$ cat config.mk
export PLATFORM = sky130hd
export DESIGN_NAME = tdm_deserializer8_flat
export DESIGN_NICKNAME = d
export VERILOG_FILES = /design/src/rtl/tdm_deserializer8_if.sv /design/src/rtl/tdm_deserializer8.sv /design/src/flat_wrapper.sv
export SDC_FILE = /design/constraint.sdc
export NUM_CORES = 1
export LEC_CHECK = 0
export ABC_AREA = 1
export CAP_MARGIN = 20
export CORE_MARGIN = 2
export CORE_UTILIZATION = 37
export CTS_CLUSTER_DIAMETER = 200
export CTS_CLUSTER_SIZE = 14
export DETAILED_ROUTE_END_ITERATION = 6
export PLACE_DENSITY = 0.63
export SLEW_MARGIN = 20
export SYNTH_ARGS = -nofsm -noshare
export SYNTH_HDL_FRONTEND = slang
export SYNTH_SLANG_ARGS = --single-unit
$ cat constraint.sdc
create_clock -name iClk -period 1.8 [get_ports iClk]
set_input_delay 0.18 -clock iClk [delete_from_list [all_inputs] [get_ports iClk]]
set_output_delay 0.18 -clock iClk [all_outputs]
set_load 0.01 [all_outputs]
$ cat src/rtl/tdm_deserializer8_if.sv
// Serial-link and parallel-word signal bundle for tdm_deserializer8.
// The slave modport is the receiver side and the master modport is the driver side.
interface tdm_deserializer8_if;
  logic       iSer;
  logic       iSync;
  logic       iEn;
  logic [3:0] oSlot;
  logic       oBusy;
  logic [7:0] oData;
  logic       oValid;
  logic       oErr;

  modport slave  (input  iSer, iSync, iEn,
                  output oSlot, oBusy, oData, oValid, oErr);
  modport master (output iSer, iSync, iEn,
                  input  oSlot, oBusy, oData, oValid, oErr);
endinterface

$ cat src/rtl/tdm_deserializer8.sv
// Framed TDM receiver: reassembles 8 serial slots into a word with a valid/err strobe.
// Define TDM_PARITY_EN to add a ninth, even-parity slot.
module tdm_deserializer8 (
  input  logic                 iClk,
  input  logic                 iRst,
  tdm_deserializer8_if.slave   bus
);

  typedef enum logic {IDLE = 1'b0, RECV = 1'b1} state_t;

`ifdef TDM_PARITY_EN
  localparam logic [3:0] LAST = 4'd8;
`else
  localparam logic [3:0] LAST = 4'd7;
`endif

  state_t     state, stateN;
  logic [3:0] slot, slotN;
  logic [7:0] shadow, shadowN;
  logic [7:0] data, dataN;
  logic       valid, validN;
  logic       err, errN;
  logic [7:0] word;
`ifdef TDM_PARITY_EN
  logic       parOk;
`endif

  always_ff @(posedge iClk) begin
    if (iRst) begin
      state  <= IDLE;
      slot   <= 4'd0;
      shadow <= 8'h00;
      data   <= 8'h00;
      valid  <= 1'b0;
      err    <= 1'b0;
    end else begin
      state  <= stateN;
      slot   <= slotN;
      shadow <= shadowN;
      data   <= dataN;
      valid  <= validN;
      err    <= errN;
    end
  end

  always_comb begin
    stateN  = state;
    slotN   = slot;
    shadowN = shadow;
    dataN   = data;
    validN  = 1'b0;
    errN    = 1'b0;
    // Shadow with the current bit merged in; only meaningful for data slots.
    word    = shadow;
    if (!slot[3]) word[slot[2:0]] = bus.iSer;
`ifdef TDM_PARITY_EN
    parOk   = ~(^shadow ^ bus.iSer);
`endif
    if (bus.iEn) begin
      case (state)
        IDLE: begin
          if (bus.iSync) begin
            shadowN[0] = bus.iSer;
            slotN      = 4'd1;
            stateN     = RECV;
          end
        end
        RECV: begin
          if (bus.iSync) begin
            // Resync: drop the partial word, current bit becomes slot 0.
            errN       = 1'b1;
            shadowN[0] = bus.iSer;
            slotN      = 4'd1;
          end else if (slot == LAST) begin
            stateN = IDLE;
            slotN  = 4'd0;
`ifdef TDM_PARITY_EN
            if (parOk) begin
              dataN  = shadow;
              validN = 1'b1;
            end else begin
              errN   = 1'b1;
            end
`else
            dataN  = word;
            validN = 1'b1;
`endif
          end else begin
            shadowN = word;
            slotN   = slot + 4'd1;
          end
        end
        default: ;
      endcase
    end
  end

  assign bus.oSlot  = slot;
  assign bus.oBusy  = (state == RECV);
  assign bus.oData  = data;
  assign bus.oValid = valid;
  assign bus.oErr   = err;

endmodule

$ cat src/flat_wrapper.sv
// flat-port wrapper written by rule: the top's interface ports become plain ports
module tdm_deserializer8_flat 
  (iClk, iRst, bus_iSer, bus_iSync, bus_iEn, bus_oSlot, bus_oBusy, bus_oData, bus_oValid, bus_oErr);
  tdm_deserializer8_if bus_i ();
  input  logic iClk;
  input  logic iRst;
  input wire logic [$bits(bus_i.iSer)-1:0] bus_iSer;
  input wire logic [$bits(bus_i.iSync)-1:0] bus_iSync;
  input wire logic [$bits(bus_i.iEn)-1:0] bus_iEn;
  output wire logic [$bits(bus_i.oSlot)-1:0] bus_oSlot;
  output wire logic [$bits(bus_i.oBusy)-1:0] bus_oBusy;
  output wire logic [$bits(bus_i.oData)-1:0] bus_oData;
  output wire logic [$bits(bus_i.oValid)-1:0] bus_oValid;
  output wire logic [$bits(bus_i.oErr)-1:0] bus_oErr;
  assign bus_i.iSer = bus_iSer;
  assign bus_i.iSync = bus_iSync;
  assign bus_i.iEn = bus_iEn;
  assign bus_oSlot = bus_i.oSlot;
  assign bus_oBusy = bus_i.oBusy;
  assign bus_oData = bus_i.oData;
  assign bus_oValid = bus_i.oValid;
  assign bus_oErr = bus_i.oErr;
  tdm_deserializer8 u_core (.iClk(iClk), .iRst(iRst), .bus(bus_i));
endmodule
==> qor.txt <==
Die ar. -> 3400 µm²
number of max-cap violations -> 0
WL final -> 2200 µm
Mapped Nets -> 157
Switching Power -> 218 µW
R2R setup slack -> 0.26 ns
Max Freq -> 632 MHz
Reg area -> 460 µm²
Total Routing Usage GR -> 0.140
Final period util -> 0.880
Post-CTS Resized -> 0
combinational power share -> 0.108
Top delay family on crit path -> buffers and inverters
RSZ-0062 raised after global routing -> false
htree depth -> 1
Synth Warn # -> 0
Hold Crit Class -> flop to flop
Starting Density -> 0.392
mean post-synth cell area -> 7.23 µm²
Synth top area share -> 0.422
Avg Vias per Cell -> 4.87
GPL Wtd Cong -> 0.776
Clock Skew -> 0.00542 ns
# port buffers -> 19
most instantiated library cell after synthesis -> nand2_1
Non-Filler Instances -> 203
Via Count -> 988
Final nets -> 179
VDD IR max -> 0.000566 V
Bufs and invs on worst path -> 1
Initial DRC Count -> 19
Post-CTS Setup Bufs -> 0
height of the die -> 58.3 µm
clock power share -> 0.275
footprint of the multi-input gates -> 513 µm²
layout filler cell count -> 277
Pre-Repair DR Iteration Count -> 4
post-place instance area -> 1300 µm²
setup_tns -> 0 ns
number of distinct library cells after synthesis -> 25
WP data required -> 1.62 ns
DRC violations left -> 0
post-route cell area -> 1330 µm²
ys flop type -> dfxtp_1
Placement Setup Slack -> 0.248 ns
largest net degree at the start of global routing -> 17
post-DP HPWL -> 1670 µm
Longest Clk Path Bufs -> 2
Rel. slew slack -> 0.713
Post-synth ARST share -> 0
root buf cell -> clkbuf_4
setup violators final -> 0
post-route setup slack -> 0.217 ns
slowest cell on the critical path -> clkdlybuf4s50_1
Seq/Total Area, Yosys -> 0.422
Hold Vio Cnt, Final -> 0
Final Max Tran Viols -> 0
CTS sink count -> 23
Synth-to-Final Area Change -> 21.7%
final critical-path required period -> 1.58 ns
Pleak -> 0.598 nW
Post-synth top cells -> nand2_1 (38), dfxtp_1 (23), inv_1 (20), o21ai_0 (20), a21oi_1 (15)
Worst-Margin Slew -> 0.427 ns
initial antenna violation count -> 0
Pint -> 641 µW
Yosys reg bits -> 23
largest area contributor in the netlist -> dfxtp_1
CP Max Fanout -> 7
crit path cell chain -> clkdlybuf4s50_1
Setup CP Type -> flop to output pin
# diodes -> 0
Startpoint Class -> flop
Core ar. -> 2780 µm²
Inst Count DP -> 199
largest cells by area after synthesis -> dfxtp_1 (42%), nand2_1 (13%), o21ai_0 (9.2%), a21oi_1 (6.9%), inv_1 (6.9%)
critical path's largest stage delay -> 0.60 ns
CTS tree -> yes
Cells after Synth -> 151
clock slew at reported path FFs -> 0.13 ns
ratio of cells with drive above 1 in the final layout -> 0.0930
cell row count -> 19
Worst Path Arrival -> 1.40 ns
worst skew pair latency -> 0.31 ns
Setup crit end kind -> output pin
first-pass GRT wire length -> 3650 µm
Top Ports -> 20
part of the power in registers -> 0.618
total grt overflow -> 0
total CTS buffers -> 3
EDFF count, synth -> 0
Cell Pwr Density -> 647 nW/µm²
die width -> 58.3 µm
DRT antenna net count -> 0
hold bufs inserted after CTS -> 0
switching share of total power -> 0.254
DR WL/cell -> 10.8 µm
number of global-route vias before repair -> 881
Synth Cell Area -> 1090 µm²
status -> finished, final reports clean
## registers in the layout, summed over array words and instances (netlist names)
register and cells:
u_core.bus.oBusy 1, u_core.bus.oSlot 4, u_core.bus.oValid 1, u_core.bus.oData 8
u_core.shadow 8, u_core.bus.oErr 1
## layout by cell type, fill, tap and decap left out, drive strengths merged
cell	synthesis	final
a21o	1	1
a21oi	16	16
a31oi	1	1
buf	2	2
clkbuf	2	3
clkdlybuf4s50	0	19
clkinv	0	1
dfxtp	23	23
ha	1	1
inv	22	22
nand2	39	39
nand3	4	4
nand4	1	1
nor2	14	14
nor3	3	3
o211ai	1	1
o21ai	21	21
## final timing paths
path                             from  cells past startpoint          endpoint
setup / recovery  u_core.bus.oSlot[3]                      1      bus_oSlot[3]
hold / removal       u_core.shadow[0]                      2  u_core.shadow[0]
setup reg to reg  u_core.bus.oSlot[0]                      5  u_core.shadow[5]
hold reg to reg      u_core.shadow[0]                      2  u_core.shadow[0]
## power groups by stage
stage	logic [mW]	clock network [mW]	registers (mW)
floorplan	0.0560	0	0.542
global placement	0.0904	0	0.542
detailed placement	0.0930	0	0.542
CTS	0.0934	0.256	0.531
global route	0.104	0.278	0.532
finish	0.0923	0.236	0.530
## cell type report
class,instances,area share
inverter,22,0.0622
clock inverter,1,0.00377
sequential,23,0.347
multi-input combinational,102,0.386
timing repair buffer,21,0.155
clock buffer,3,0.0170
tap,31,0.0292
## through the flow
step / hold WS (ns) / power [mW] / utilization
2_1_floorplan: 0.350 / 0.598 / -
3_3_place_gp: 0.456 / 0.632 / 0.467
3_5_place_dp: 0.467 / 0.635 / 0.467
4_1_cts: 0.488 / 0.881 / 0.477
5_1_grt: 0.513 / 0.914 / 0.477
6_report: 0.479 / 0.858 / 0.477
## metal layers
metal / wire [µm] / global-route usage
met1: 1030 / 0.171
met2: 1060 / 0.241
met3: 84 / 0.0396
met4: 21 / 0.0399
met5: 0 / 0
## kinds of logic after synthesis
logic type,Yosys count,share of synthesized area
fa+ha+maj,1,0.0115
simple gates,61,0.258
compound gates,40,0.201
flops,23,0.422
buf+inv,26,0.108
(Power assumes the default switching activity.)
